[config.mk]
export PLATFORM = sky130hd
export DESIGN_NAME = uart_tx
export DESIGN_NICKNAME = d
export VERILOG_FILES = /design/src/rtl/uart_tx.sv
export SDC_FILE = /design/constraint.sdc
export NUM_CORES = 1
export LEC_CHECK = 0
export CAP_MARGIN = 20
export CORE_AREA = 2 2 58 60
export DETAILED_ROUTE_END_ITERATION = 10
export DIE_AREA = 0 0 60 62
export GPL_ROUTABILITY_DRIVEN = 1
export PLACE_DENSITY = 0.77
export RECOVER_POWER = 25
export SLEW_MARGIN = 15
export SYNTH_ARGS = -nofsm -noshare
export SYNTH_HDL_FRONTEND = slang
export SYNTH_SLANG_ARGS = --single-unit
export TNS_END_PERCENT = 100
[constraint.sdc]
create_clock -name clk -period 2.8 [get_ports clk]
set_clock_uncertainty 0.1 [all_clocks]
set_input_delay 0.28 -clock clk [delete_from_list [all_inputs] [get_ports clk]]
set_output_delay 0.28 -clock clk [all_outputs]
set_load 0.05 [all_outputs]
[src/rtl/uart_tx.sv]
// Serial transmitter: start bit, 5..8 data bits LSB first, one or two stop bits,
// each bit held for N baud_ticks where N is selected per character at accept time.
module uart_tx #(
  parameter int OVS_NORM = 16,
  parameter int OVS_ALT  = 3
) (
  input  logic       clk,
  input  logic       reset,
  input  logic       baud_tick,
  input  logic [4:0] word_length,
  input  logic       Num_stop_bits,
  input  logic       oversample_by_3,
  input  logic       tx_valid,
  input  logic [7:0] tx_data,
  output logic       tx_ready,
  output logic       txd,
  output logic       busy,
  output logic       tx_done
);

  localparam int CW = $clog2(2 * OVS_NORM);

  typedef enum logic [1:0] {IDLE, START, DATA, STOP} state_e;

  state_e        state_q;
  logic [CW-1:0] cnt_q, n_q;
  logic [3:0]    bit_q, wl_q;
  logic [7:0]    data_q;
  logic          two_stop_q, txd_q, done_q;

  logic [3:0]    wl_d;
  logic [CW-1:0] n_d, bit_last, stop_last;

  always_comb begin
    if (word_length < 5'd5)      wl_d = 4'd5;
    else if (word_length > 5'd8) wl_d = 4'd8;
    else                         wl_d = word_length[3:0];
  end

  assign n_d       = oversample_by_3 ? CW'(OVS_ALT) : CW'(OVS_NORM);
  assign bit_last  = n_q - CW'(1);
  // Two stop bits are one continuous 2N-tick period on the same counter.
  assign stop_last = two_stop_q ? (bit_last + n_q) : bit_last;

  always_ff @(posedge clk) begin
    if (reset) begin
      state_q    <= IDLE;
      cnt_q      <= '0;
      n_q        <= '0;
      bit_q      <= '0;
      wl_q       <= '0;
      data_q     <= '0;
      two_stop_q <= 1'b0;
      txd_q      <= 1'b1;
      done_q     <= 1'b0;
    end else begin
      done_q <= 1'b0;
      case (state_q)
        IDLE: begin
          txd_q <= 1'b1;
          if (tx_valid) begin
            state_q    <= START;
            data_q     <= tx_data;
            wl_q       <= wl_d;
            n_q        <= n_d;
            two_stop_q <= Num_stop_bits;
            cnt_q      <= '0;
            bit_q      <= '0;
            txd_q      <= 1'b0;
          end
        end
        START: if (baud_tick) begin
          if (cnt_q == bit_last) begin
            state_q <= DATA;
            cnt_q   <= '0;
            txd_q   <= data_q[0];
          end else begin
            cnt_q <= cnt_q + CW'(1);
          end
        end
        DATA: if (baud_tick) begin
          if (cnt_q == bit_last) begin
            cnt_q <= '0;
            if (bit_q == wl_q - 4'd1) begin
              state_q <= STOP;
              txd_q   <= 1'b1;
            end else begin
              // Shift so the next bit to send always sits in data_q[0].
              bit_q  <= bit_q + 4'd1;
              data_q <= {1'b0, data_q[7:1]};
              txd_q  <= data_q[1];
            end
          end else begin
            cnt_q <= cnt_q + CW'(1);
          end
        end
        STOP: if (baud_tick) begin
          if (cnt_q == stop_last) begin
            state_q <= IDLE;
            cnt_q   <= '0;
            done_q  <= 1'b1;
          end else begin
            cnt_q <= cnt_q + CW'(1);
          end
        end
        default: state_q <= IDLE;
      endcase
    end
  end

  assign tx_ready = (state_q == IDLE);
  assign busy     = ~tx_ready;
  assign txd      = txd_q;
  assign tx_done  = done_q;

endmodule

======== After elaboration in Yosys (flattened, before gate mapping) ========
Index checks and enable logic that the tools add are counted.
word-level totals
  flip-flop bits (word level) ............. 31
  bits in latches ......................... 0
  memory bits (writable) .................. 0
  memory bits (read-only) ................. 0
  input bits .............................. 19
  output and inout port bits .............. 4
  word-level logic and storage cells ...... 82
  memories ................................ 0
operators by class
  $add $sub $neg .......................... 5
  multiply operators ...................... 0
  divide/modulo/power cells ............... 0
  magnitude comparators ................... 2
  equality and inequality tests ........... 16
  shift operators ......................... 0
  muxes and demuxes ....................... 37
  bitwise operators ....................... 3
  reduce and logical (&&, ||, !) cells .... 10
operators with widths
  operator                                                                         number
  5-bit 2-to-1 mux                                                                 7
  8-bit 2-to-1 mux                                                                 4
  4-bit 2-to-1 mux                                                                 6
  2-bit inequality test, second input constant                                     9
  2-bit 2-to-1 mux                                                                 8
  8-bit one-hot mux with 2 select lines                                            1
  5-bit one-hot mux with 3 select lines                                            1
  5-bit == test                                                                    2
  5-bit AND reduction                                                              2
  2-bit one-hot mux with 4 select lines                                            1
  4-bit one-hot mux with 2 select lines                                            1
  8-bit AND reduction                                                              1
  1-bit 2-to-1 mux                                                                 7
  5-bit by 1-bit adder with 5-bit output, second input constant                    1
  5-bit adder                                                                      1
  5-bit by 4-bit greater-than comparator with 1-bit output, second input constant  1
  5-bit by 3-bit less-than comparator with 1-bit output, second input constant     1
  5-bit by 1-bit subtractor with 5-bit output, second input constant               1
  4-bit by 1-bit adder with 4-bit output, second input constant                    1
  2-bit == test, second input constant                                             2
  4-bit == test                                                                    1
  4-bit by 1-bit subtractor with 4-bit output, second input constant               1
  1-bit inverter                                                                   3
  1-bit one-hot mux with 3 select lines                                            1
  other kinds (9)                                                                  9

======== Depth between registers and ports, before layout ========
  depth in word-level cells ............... 7
  depth in mapped cells ................... 8
  depth with buffers taken out ............ 8

======== Worst setup path before layout ========
Ideal clock, no wire load.
  path type ............................... reg-to-reg
  start ................................... reg state_q[0]
  end ..................................... reg bit_q[2]
  library setup time ...................... 0.115 ns
  data arrival time ....................... 2.314 ns
  data required time ...................... 2.585 ns
  path slack .............................. 0.272 ns
  stages on the path, launching flop included .. 8
  buffers on the path ..................... 0
  clock period less this slack ............ 2.528 ns
  path through ............................ dfxtp_1 inv_1 ha_1 inv_1 a21oi_1 nor2_1 and4b_1 o21a_1
on the way
  cells in the longest elaborated chain, start to end .. 3
  elaborated cells on any way between the ends .. 9
  classes of those cells .................. 5 x eq/ne; 1 x mux; 3 x reduce/logical
ends and longest elaborated chain
  item                                                                          line  source
  start, declared                                                               25    state_e state_q;
  start signal, assigned                                                        47    state_q <= IDLE;
  start signal, assigned                                                        62    state_q <= START;
  start signal, assigned                                                        74    state_q <= DATA;
  2-bit zero test (*)                                                           -
  named net tx_ready                                                            15    output logic tx_ready,
  2-bit inequality test (no line) / 2-bit nonzero test (equally long branches)  -
  5-bit AND reduction (no line)                                                 -
  end signal, assigned                                                          89    bit_q <= bit_q + 4'd1;
  end, declared                                                                 27    logic [3:0] bit_q, wl_q;
The timed path passes the listed nets; every way through them passes the cells marked *.
A chain may end at the register's enable or synchronous reset.

======== Worst setup path after layout ========
  start ................................... reg state_q[0]
  end ..................................... out busy
on the way
  cells in the longest elaborated chain, start to end .. 2
ends and longest elaborated chain
  item             line  source
  2-bit zero test  111   assign tx_ready = (state_q == IDLE);
  1-bit inverter   112   assign busy = ~tx_ready;
  end, declared    17    output logic busy,
Every way passes these cells.

==> impl_metrics.yaml <==
outcome:
  status: "completed"
hold_path:
  holdPathStages: 3
  worstHoldStart: "tx_data[7]"
  hold_path.class: "primary input to flip-flop"
global_routing:
  antenna_found_initial: 0
  grt_max_degree: 17
  track_usage_pct: 20.6
  grt_overflow_total: 0
  grt_pass1_wl_um: 5860
  grt_pass1_vias: 1381
logic_synthesis:
  synth-adder-area-share_pct: 7.04
  ys_seq_area_share_pct: 35.0
  synth_compound_area_share_pct: 25.4
  syn-num-nets: 205
  synth_warnings: 0
  syn_avg_cell_area_um2: 9.04
  syn_inst: 177
  synth_top_family_by_area: "compound AO/OA/AOI/OAI gates"
  synthSimpleGateAreaFrac_pct: 20.2
  muxShareOfSynthArea_pct: 1.25
  synth-seq-cells: 28
  synth_cell_types: 46
  synth-xor-area-share_pct: 7.35
  syn_area_um2: 1600
floorplan:
  die_h_um: 62
  dieArea_um2: 3720
  die_w_um: 60
  core_area_um2: 3180
  rows: 21
  ioPinCount: 23
  start_util_pct: 50.3
worst_setup_path:
  arrival_ns: 2.13
  path_class: "flip-flop to output pin"
  required_ns: 2.42
  setup.worst_path.start: "state_q[0]"
  end_kind: "output pin"
  worst_r2r_path_depth: 6
  critPathLaunchType: "flip-flop"
  r2r-start: "n_q[1]"
  critPathMaxFanout: 6
placement:
  io_buffers: 22
  hpwl_um: 2700
  gp_routability_congestion: 0.828
clocking:
  ctsHoldBuffers: 0
  cts_made_buffers: 3
  root_buffer: "clkbuf_4"
  cts.sinks: 28
  cts_tree: "built"
  ctsResizeCount: 0
  worstSkewPairLatency_ns: 0.35
  clkTransAtPathRegs_ns: 0.16
  post_cts_buffers: 0
  clock_path_buffers: 2
  cts_htree_levels: 1
sta:
  slew_violations: 0
  min_period_over_period_pct: 89.7
  fin_crit_ns: 2.51
  rsz0062_at_grt: "false"
  maxSlewHeadroom_pct: 64.0
  fmax_ghz: 0.398
  finalHoldViolations: 0
  setup_viol: 0
  setup-tns-final_ns: 0
  worst_slew_pin_slew_ns: 0.532
flow_run:
  drv_cap: 0
routing:
  via_count: 1383
  wl_um: 3490
  drt_iter0_markers: 41
  avgRoutedWirePerCell_um: 14.3
  vias_per_cell: 5.64
  drc_errors: 0
  dr.pass1.iters: 4
  antenna_left: 0
power:
  power_leakage_nw: 0.706
  ir_drop_v: 0.000382
  powerDensity_nw_per_um2: 800
  power_w: 0.00153
final_layout:
  final_common_cell: "dfxtp_1"
  utilization_pct: 60.2
  mostFrequentLayoutCells: "dfxtp_1 (28), clkdlybuf4s50_1 (20), nand2_1 (19)"
  diodes: 0
  final_nets: 228
  syn_to_final_growth_pct: 19.5
  drive_above_1_share_pct: 7.04
-- path summary, 6_finish.rpt --
path	end	slack, ns
worst max-delay path	busy	0.29
worst min-delay path	data_q[7]	0.36
worst max register to register	bit_q[1]	0.51
worst min register to register	txd	0.37
-- cells in the mapped netlist (all sizes together) --
| cell type | number | area [um^2] |
|---|---|---|
| dfxtp | 28 | 561 |
| nand2 | 19 | 71.3 |
| nor2 | 16 | 72.6 |
| a21oi | 12 | 71.3 |
| inv | 11 | 41.3 |
| ha | 9 | 113 |
| nor3 | 8 | 45.0 |
| a22oi | 7 | 52.6 |
| o21ai | 7 | 35.0 |
| o2bb2ai | 6 | 52.6 |
| clkbuf | 5 | 18.8 |
| xnor2 | 4 | 35.0 |
| xor2 | 4 | 35.0 |
| o211ai | 3 | 22.5 |
| a211oi | 2 | 15.0 |
| and2 | 2 | 12.5 |
| and4b | 2 | 20.0 |
| mux2i | 2 | 20.0 |
| nand3 | 2 | 10.0 |
| nand4 | 2 | 12.5 |
| nor2b | 2 | 12.5 |
| nor4 | 2 | 12.5 |
| o21a | 2 | 15.0 |
| xor3 | 2 | 47.6 |
| a2111oi | 1 | 27.5 |
| a211o | 1 | 8.76 |
| a21bo | 1 | 16.3 |
| a221oi | 1 | 15.0 |
| a2bb2oi | 1 | 8.76 |
| a311oi | 1 | 8.76 |
| a32o | 1 | 10.0 |
| a32oi | 1 | 8.76 |
| a41o | 1 | 10.0 |
| and3b | 1 | 8.76 |
| nand2b | 1 | 6.26 |
| nand3b | 1 | 7.51 |
| nor4b | 1 | 15.0 |
| nor4bb | 1 | 10.0 |
| o2111a | 1 | 12.5 |
| o21bai | 1 | 7.51 |
| o221ai | 1 | 8.76 |
| or3 | 1 | 6.26 |
-- cells by family (layout without fill, tap and decap cells) --
family | Yosys count | count (layout)
buf+inv | 16 | 38
xor+xnor | 10 | 10
mux | 2 | 2
flops | 28 | 28
simple gates | 61 | 61
fa+ha+maj | 9 | 9
compound gates | 51 | 51
-- area by class of cell --
type	count	area, um^2
timing repair buffer	23	228
clock inverter	1	30.0
sequential	28	561
multi-input combinational	133	973
inverter	11	41.3
fill	284	1270
clock buffer	3	22.5
tap	46	57.6
-- flip-flops by register name, summed over array words and instances, names as in the netlist --
| name | cells |
|---|---|
| data_q | 8 |
| cnt_q | 5 |
| bit_q | 4 |
| wl_q | 4 |
| n_q | 2 |
| state_q | 2 |
| two_stop_q | 1 |
| tx_done | 1 |
| txd | 1 |
-- per-stage QoR --
stage                     hold WS (ns)  setup slack (ns)  instances  instance area (um^2)
after floorplan                  0.316             0.272        177                  1600
after global placement           0.351             0.696        241                  1870
after detailed placement         0.354             0.611        241                  1870
after CTS                        0.367             0.288        245                  1920
after global routing             0.371             0.194        245                  1910
final                            0.365             0.288        245                  1910
-- power breakdown --
group          total, W  switching, W  internal (W)
Sequential     0.000528     0.0000610      0.000467
Clock          0.000273      0.000128      0.000145
Combinational  0.000730      0.000452      0.000278
-- layer usage --
layer / global-route usage, % / vias up / wire length, um
li1: - / 691 / -
met1: 23.3 / 654 / 1450
met2: 38.5 / 33 / 1830
met3: 3.31 / 5 / 169
met4: 8.25 / 0 / 44
met5: 0 / - / 0
-- critical path, cell delays in order (launching register included) --
cell and delay (ns):
dfxtp_1 0.45, inv_1 0.11, ha_1 0.28, inv_1 0.14, clkdlybuf4s50_1 0.82
No activity file was read; power rests on OpenSTA's default activity.
